$ cat src/rtl/debounce_pkg.sv
// Shared definitions for the push-button / switch debouncer.
// Holds the qualifier state encoding, the glitch counter width and a
// saturating increment helper used by the glitch counter.
package debounce_pkg;

  // Qualifier states: STABLE while s matches level, QUAL while a change is
  // being timed.
  typedef enum logic [0:0] {
    STABLE = 1'b0,
    QUAL   = 1'b1
  } state_e;

  // Width of the rejected-change counter presented on glitch_cnt.
  localparam int GLITCH_W = 8;

  // All-ones value at which the glitch counter stops counting.
  localparam logic [GLITCH_W-1:0] GLITCH_MAX = {GLITCH_W{1'b1}};

  // Increment by one, holding at GLITCH_MAX instead of wrapping to zero.
  function automatic logic [GLITCH_W-1:0] sat_inc(input logic [GLITCH_W-1:0] value);
    logic [GLITCH_W-1:0] result;
    if (value == GLITCH_MAX) begin
      result = value;
    end else begin
      result = value + {{(GLITCH_W-1){1'b0}}, 1'b1};
    end
    return result;
  endfunction

endpackage

$ cat src/rtl/std_sync.sv
// Multi-flop synchronizer for a single asynchronous bit.
// The first flop may go metastable; the remaining STAGES-1 flops give it
// time to resolve before the value is used in the clk domain.
module std_sync #(
  parameter int STAGES = 2
) (
  input  logic clk,
  input  logic arst_n,
  input  logic d,
  output logic q
);

  // Chain of capture flops, oldest sample in the MSB.
  logic [STAGES-1:0] sync_r;

  // Shift the raw input one stage further on every clock; clear on reset.
  always_ff @(posedge clk or negedge arst_n) begin
    if (!arst_n) begin
      sync_r <= '0;
    end else begin
      sync_r <= {sync_r[STAGES-2:0], d};
    end
  end

  assign q = sync_r[STAGES-1];

endmodule

$ cat src/rtl/btn_debounce.sv
// Debouncer and edge detector for one bouncy asynchronous input.
//
// The raw pin is synchronized, then a two-state qualifier decides when the
// synchronized value s has disagreed with the debounced level for
// DEBOUNCE_CYCLES consecutive samples. Only then does level follow s, and
// the same clock edge produces a one-cycle rise or fall strobe. A change
// that collapses before it is qualified is counted as a glitch in a
// saturating counter that glitch_clr resets.
//
// Every output comes straight from a flop, so downstream logic sees no
// combinational path from din_async or glitch_clr.
module btn_debounce
  import debounce_pkg::*;
#(
  parameter int STAGES          = 2,
  parameter int CNT_W           = 16,
  parameter int DEBOUNCE_CYCLES = 50000
) (
  input  logic                clk,
  input  logic                arst_n,
  input  logic                din_async,
  input  logic                glitch_clr,
  output logic                level,
  output logic                rise,
  output logic                fall,
  output logic                busy,
  output logic [GLITCH_W-1:0] glitch_cnt
);

  // ------------------------------------------------------------------
  // Elaboration-time parameter checks
  // ------------------------------------------------------------------
  localparam longint CNT_LIMIT = longint'(64'd1) << CNT_W;

  if (STAGES < 2) begin : g_bad_stages
    $error("btn_debounce: STAGES must be at least 2");
  end

  if ((DEBOUNCE_CYCLES < 1) || (longint'(DEBOUNCE_CYCLES) >= CNT_LIMIT)) begin : g_bad_cycles
    $error("btn_debounce: DEBOUNCE_CYCLES must be in 1 .. 2**CNT_W-1");
  end

  // ------------------------------------------------------------------
  // Constants
  // ------------------------------------------------------------------
  // A single qualifying sample means no QUAL state is needed at all.
  localparam bit               SINGLE_SAMPLE = (DEBOUNCE_CYCLES == 1);
  // Count value reached on the sample just before the one that qualifies.
  localparam logic [CNT_W-1:0] CNT_LAST      = CNT_W'(DEBOUNCE_CYCLES - 1);
  localparam logic [CNT_W-1:0] CNT_ONE       = {{(CNT_W-1){1'b0}}, 1'b1};

  // ------------------------------------------------------------------
  // Synchronizer
  // ------------------------------------------------------------------
  // s is the only view of din_async the qualifier is allowed to use.
  logic s;

  std_sync #(
    .STAGES (STAGES)
  ) u_sync (
    .clk    (clk),
    .arst_n (arst_n),
    .d      (din_async),
    .q      (s)
  );

  // ------------------------------------------------------------------
  // State and next-state signals
  // ------------------------------------------------------------------
  state_e              state_r,  state_s;
  logic [CNT_W-1:0]    cnt_r,    cnt_s;
  logic                level_r,  level_s;
  logic                rise_r,   rise_s;
  logic                fall_r,   fall_s;
  logic                busy_r,   busy_s;
  logic [GLITCH_W-1:0] glitch_r, glitch_s;
  logic                abort_s;

  // Register the qualifier state, counter, debounced level and all outputs.
  always_ff @(posedge clk or negedge arst_n) begin
    if (!arst_n) begin
      state_r  <= STABLE;
      cnt_r    <= '0;
      level_r  <= 1'b0;
      rise_r   <= 1'b0;
      fall_r   <= 1'b0;
      busy_r   <= 1'b0;
      glitch_r <= '0;
    end else begin
      state_r  <= state_s;
      cnt_r    <= cnt_s;
      level_r  <= level_s;
      rise_r   <= rise_s;
      fall_r   <= fall_s;
      busy_r   <= busy_s;
      glitch_r <= glitch_s;
    end
  end

  // Decide the next qualifier state, count, level and edge strobes.
  always_comb begin
    state_s = state_r;
    cnt_s   = cnt_r;
    level_s = level_r;
    rise_s  = 1'b0;
    fall_s  = 1'b0;
    abort_s = 1'b0;

    case (state_r)
      STABLE: begin
        if (s != level_r) begin
          if (SINGLE_SAMPLE) begin
            // One differing sample is already enough: accept at once.
            level_s = s;
            rise_s  = s;
            fall_s  = ~s;
            cnt_s   = '0;
            state_s = STABLE;
          end else begin
            // First differing sample counts as sample number one.
            cnt_s   = CNT_ONE;
            state_s = QUAL;
          end
        end else begin
          cnt_s   = '0;
          state_s = STABLE;
        end
      end

      QUAL: begin
        if (s == level_r) begin
          // The change collapsed before it was qualified: it was a glitch.
          abort_s = 1'b1;
          cnt_s   = '0;
          state_s = STABLE;
        end else if (cnt_r == CNT_LAST) begin
          // DEBOUNCE_CYCLES consecutive differing samples: accept.
          level_s = s;
          rise_s  = s;
          fall_s  = ~s;
          cnt_s   = '0;
          state_s = STABLE;
        end else begin
          cnt_s   = cnt_r + CNT_ONE;
          state_s = QUAL;
        end
      end

      default: begin
        cnt_s   = '0;
        state_s = STABLE;
      end
    endcase

    // busy is registered from the next state so it lines up with state_r.
    busy_s = (state_s == QUAL);
  end

  // Next value of the glitch counter; a clear wins over a same-cycle abort.
  always_comb begin
    glitch_s = glitch_r;
    if (glitch_clr) begin
      glitch_s = '0;
    end else if (abort_s) begin
      glitch_s = sat_inc(glitch_r);
    end else begin
      glitch_s = glitch_r;
    end
  end

  // ------------------------------------------------------------------
  // Outputs
  // ------------------------------------------------------------------
  assign level      = level_r;
  assign rise       = rise_r;
  assign fall       = fall_r;
  assign busy       = busy_r;
  assign glitch_cnt = glitch_r;

endmodule

$ cat config.mk
export PLATFORM = sky130hd
export DESIGN_NAME = btn_debounce
export DESIGN_NICKNAME = d
export VERILOG_FILES = /design/src/rtl/debounce_pkg.sv /design/src/rtl/std_sync.sv /design/src/rtl/btn_debounce.sv
export SDC_FILE = /design/constraint.sdc
export NUM_CORES = 1
export LEC_CHECK = 0
export CORE_MARGIN = 5
export CORE_UTILIZATION = 37
export CTS_CLUSTER_SIZE = 28
export DETAILED_ROUTE_END_ITERATION = 6
export GPL_ROUTABILITY_DRIVEN = 0
export PLACE_DENSITY = 0.64
export SLEW_MARGIN = 10
export SYNTH_ARGS = -nofsm -noshare
export SYNTH_HDL_FRONTEND = slang
export SYNTH_SLANG_ARGS = --single-unit
$ cat constraint.sdc
create_clock -name clk -period 2.4 [get_ports clk]
set_input_delay 0.72 -clock clk [delete_from_list [all_inputs] [get_ports clk]]
set_output_delay 0.72 -clock clk [all_outputs]
set_load 0.1 [all_outputs]
# After elaboration in Yosys (flattened, before gate mapping)
# Cells that the tools add are included.
[classes]
n_addsub = 2
n_eq_ne = 5
n_mux = 19
bitwise_logic = 3
n_reduce_logical = 3
[ops]
columns = ["operator", "n"]
rows = [
  ["$mux W16", 2],
  ["$pmux W16 S2", 1],
  ["$mux W8", 3],
  ["$add A16 B1 Y16 const B", 1],
  ["$eq A16 B16 Y1 const B", 1],
  ["$mux W1", 12],
  ["$add A8 B1 Y8 const B", 1],
  ["$eq A8 B8 Y1 const B", 1],
  ["$not A1 Y1", 3],
  ["$reduce_and A3 Y1", 1],
  ["$ne A2 B2 Y1 const B", 1],
  ["$pmux W1 S2", 1],
  ["$reduce_and A2 Y1", 1],
  ["$reduce_bool A2 Y1", 1],
  ["$eq A1 B1 Y1", 1],
  ["$ne A1 B1 Y1", 1],
]
[totals]
ff_bits = 30
in_bits = 4
out_inout_bits = 12

# Logic depth before layout (Yosys ltp)
[depth]
depth_word = 5
mapped_depth = 6
ltp_nobuf = 5

# Cells and area by module
# Synthesis repeated with hierarchy kept, for this count alone.
[hier_totals]
cells_unflattened = 145
hier_area_um2 = 1465.2
[modules_own_cells]
columns = ["module", "instances", "cells_each", "area_per_inst_um2", "seq_area_each_um2"]
rows = [
  ["btn_debounce", 1, 143, 1415.1, 700.7],
  ["std_sync", 1, 2, 50.0, 50.0],
]

# Worst setup path before layout
# OpenSTA, ideal clock, no wires.
[synth_path]
path_type = "register to register"
from = "reg glitch_r[0], in the netlist glitch_cnt[0]"
to = "reg glitch_r[1], in the netlist glitch_cnt[1]"
setup_time_ns = 0.128
arrival_ns = 2.242
t_required_ns = 2.272
setup_slack_ns = 0.030
stages_incl_launch_ff = 6
path_cell_list = "dfrtp_1 -> ha_1 -> nand2_1 -> o311ai_1 -> mux2i_1 -> nor2_1"
[synth_between]
elab_chain_cells = 4
elab_cells_between_ends = 7
[synth_lines]
columns = ["item", "line_no", "text"]
rows = [
  ["from (decl)", "btn_debounce.sv:76", "logic [GLITCH_W-1:0] glitch_r, glitch_s;"],
  ["from (signal assigned)", "btn_debounce.sv:96", "glitch_r <= glitch_s;"],
  ["$add A8 B1 Y8", "debounce_pkg.sv:25", "result = value + {{(GLITCH_W-1){1'b0}}, 1'b1};"],
  ["$mux W8", "debounce_pkg.sv:22", "if (value == GLITCH_MAX) begin"],
  ["$mux W8", "btn_debounce.sv:164", "end else if (abort_s) begin"],
  ["$mux W8", "btn_debounce.sv:162", "if (glitch_clr) begin"],
]
# Parallel ways exist; a longest one is shown, timed or not. The select of a mux whose other input is x is not followed.
# A chain may end at the register's enable or synchronous reset.

# Final worst setup path
[layout_path]
from = "reg cnt_r[12]"
to = "reg level_r, in the netlist level"
[layout_between]
elab_chain_cells = 2
[layout_lines]
columns = ["item", "line_no", "text"]
rows = [
  ["from (decl)", "btn_debounce.sv:71", "logic [CNT_W-1:0] cnt_r, cnt_s;"],
  ["from (signal assigned)", "btn_debounce.sv:91", "cnt_r <= cnt_s;"],
  ["$eq A16 B16 Y1", "btn_debounce.sv:136", "end else if (cnt_r == CNT_LAST) begin"],
  ["$reduce_and A3 Y1 (no line)", "--", ""],
  ["to (signal assigned)", "btn_debounce.sv:92", "level_r <= level_s;"],
  ["to (decl)", "btn_debounce.sv:72", "logic level_r, level_s;"],
]
# Every way passes these cells.

==> metrics.md <==
| Metric | Value |
|---|---|
| Worst-path fanout max | `5` |
| Clk slew on worst S/H paths | `0.07 ns` |
| Chip height | `71.87 um` |
| Tightest Pin Transition | `0.9020 ns` |
| Worst hold-check path type | `register to register` |
| Avg WL per Cell | `13.25 um` |
| Synth-to-Final Area Change | `21.47%` |
| # diodes | `0` |
| Critical path type | `register to register` |
| Nature of the critical path startpoint | `register` |
| VDD IR-drop max | `0.4026 mV` |
| Initial antenna violation count | `0` |
| Initial Util | `38.40%` |
| Clk buf depth | `2` |
| Unique masters post-synth | `28` |
| Core footprint | `0.003689 mm^2` |
| Syn Inst Count | `140` |
| Crit path capture type | `register` |
| Placed inst area | `0.001610 mm^2` |
| Status | `finished clean` |
| Worst Path Required | `2.58 ns` |
| Inserted Clock Buffers | `5` |
| Die area | `0.005165 mm^2` |
| Clk root buf | `clkbuf_8` |
| Setup violators final | `0` |
| DP Wirelength | `1.986 mm` |
| Port bufs | `15` |
| Clk sink count | `30` |
| Synth Area per Inst | `10.12 um^2` |
| # fillers | `351` |
| Leak pwr | `0.6924 nW` |
| Drt pass-1 iters | `4` |
| Largest net degree at the start of global routing | `31` |
| Layout Skew | `0.005997 ns` |
| M1 wire length | `1.297 mm` |
| Share of layout cells above drive strength 1 | `15.24%` |
| Max layer used | `met4` |
| Post-synth top cells | `30 x dfrtp_1, 21 x nor2_1, 12 x xnor2_1` |
| Cell taking the most area after synthesis | `dfrtp_1` |
| Yosys warning total | `0` |
| Synthesized Nets | `146` |
| Total negative slack | `0 ns` |
| Final Hold Violating Endpoints | `0` |
| Fin nets | `169` |
| Cts repair resizes | `0` |
| Count of state elements after synthesis | `30` |
| Max_slew headroom | `38.91%` |
| Min Tclk post-route | `2.124 ns` |
| Count leader, synth | `dfrtp_1` |
| First-pass GRT wire length | `4.981 mm` |
| CP Data Arrival Time | `2.30 ns` |
| Worst-Skew Late Latency | `0.29 ns` |
| CTS tree | `done` |
| WL final | `2.808 mm` |
| Post-route DRC | `0` |
| Post-Syn Area | `0.001416 mm^2` |
| Final Cell Area | `0.001720 mm^2` |
| Site row count | `22` |
| # Max-Cap Violations | `0` |
| Yosys top cell area share | `53.00%` |
| RSZ-0062 raised after global routing | `no` |
| H-tree depth | `2` |
| Post-synth EDFFs | `0` |
| Metal2 WL | `1.305 mm` |
| Main synth FF type | `dfrtp_1` |
| Post-CTS Setup Bufs | `0` |
| GRT Total Usage | `12.72%` |
| Vias | `1072` |
| Largest cells by area after synthesis | `dfrtp_1 53%, xnor2_1 7.4%, nor2_1 5.6%` |
| Pwr dens | `650.9 mW/mm^2` |
| Iter 0 DRT Violations | `73` |
| GRT Residual Overflow | `0` |
| DRT antenna net count | `0` |
| Hold_ws | `0.3566 ns` |
| Fmax | `470.7 MHz` |
| Sequential area share after synthesis | `53.00%` |
| Final slew viol count | `0` |
| Drt via density | `5.057` |
| Hold_buf cts | `0` |
| FFs w/ async S/R, synth | `100.0%` |
| Met3 WL | `135 um` |
| Vias in the first global route | `1077` |
| Fin crit share | `88.52%` |
| I/O Pins | `16` |
| Die Width | `71.87 um` |
[flip-flops by register name, indices dropped and copies added, names as in the netlist]
name           count
level              1
fall               1
glitch_cnt         8
u_sync.sync_r      2
busy               1
rise               1
cnt_r             16
[worst max-delay path, cell delays in order, from the launching register on]
cell	delay (ns)
dfrtp_1	0.42
or4b_1	0.50
or4_1	0.54
or2_4	0.26
mux2_4	0.29
[cells in the final DEF, fill, tap and decap left out, types with 3 or more instances in the layout]
cell	instances
dfrtp_1	30
nor2_1	21
buf_4	15
xnor2_1	12
nand3_1	9
nand2_1	8
clkbuf_8	8
inv_1	7
xor2_1	5
nand4_1	5
nor3_1	5
a21oi_1	5
or3_1	4
or4_1	3
nor4_1	3
o31ai_1	3
o21ai_0	3
clkdlybuf4s50_1	3
[final cells by class]
cell class	instances	area (um^2)	area share [%]
multi-input cells	101	630.6	36.65
flip-flops and latches	30	750.7	43.64
well taps	48	60.06	3.491
clock buffers	8	110.1	6.400
repair buffers	18	142.6	8.291
inverters	7	26.28	1.527
[layer usage]
metal	global-route usage, %	vias to the layer above
met5	0	-
met4	6.681	0
met3	4.769	8
met2	19.18	19
met1	15.78	505
li1	-	540
[metrics by stage]
stage,instances,setup WS [ns],util [%],power [W]
2_1_floorplan,140,0.02976,-,0.0006112
3_3_place_gp,204,0.2748,43.66,0.0006497
3_5_place_dp,204,0.2661,43.66,0.0006516
4_1_cts,212,0.2636,46.64,0.001137
5_1_grt,212,0.2132,46.64,0.001172
6_report,212,0.2756,46.64,0.001120
[where the power goes]
group	internal, W	switching [W]	total, W
sequential	0.000518	0.0000158	0.000533
clock	0.000289	0.000191	0.000480
combinational	0.0000276	0.0000790	0.000107
total	0.000834	0.000285	0.00112
[cells by family (layout without fill, tap and decap cells)]
| logic type | Yosys count | count (layout) | synth area share [%] |
|---|---|---|---|
| AND/OR/NAND/NOR | 65 | 65 | 23.67 |
| flip-flops | 30 | 30 | 53.00 |
| XOR/XNOR | 17 | 17 | 10.51 |
| AO/OA/AOI/OAI | 14 | 14 | 6.095 |
| buffers and inverters | 9 | 33 | 2.473 |
| multiplexers | 3 | 3 | 2.473 |
| adder cells (fa/ha/maj) | 2 | 2 | 1.767 |
[worst paths after layout]
kind                                            start                         end  slack (ns)  cells past startpoint
min in group asynchronous                      arst_n   glitch_cnt[5]$_DFFE_PN0P_        0.82                      2
hold / removal             u_sync.sync_r[0]$_DFF_PN0_  u_sync.sync_r[1]$_DFF_PN0_        0.36                      0
setup reg to reg                  cnt_r[12]$_DFF_PN0_           level$_DFFE_PN0P_        0.28                      4
max in group asynchronous                      arst_n              busy$_DFF_PN0_        1.30                      2
hold reg to reg            u_sync.sync_r[0]$_DFF_PN0_  u_sync.sync_r[1]$_DFF_PN0_        0.36                      0
setup / recovery                  cnt_r[12]$_DFF_PN0_           level$_DFFE_PN0P_        0.28                      4
Power figures use the tool's default switching activity.
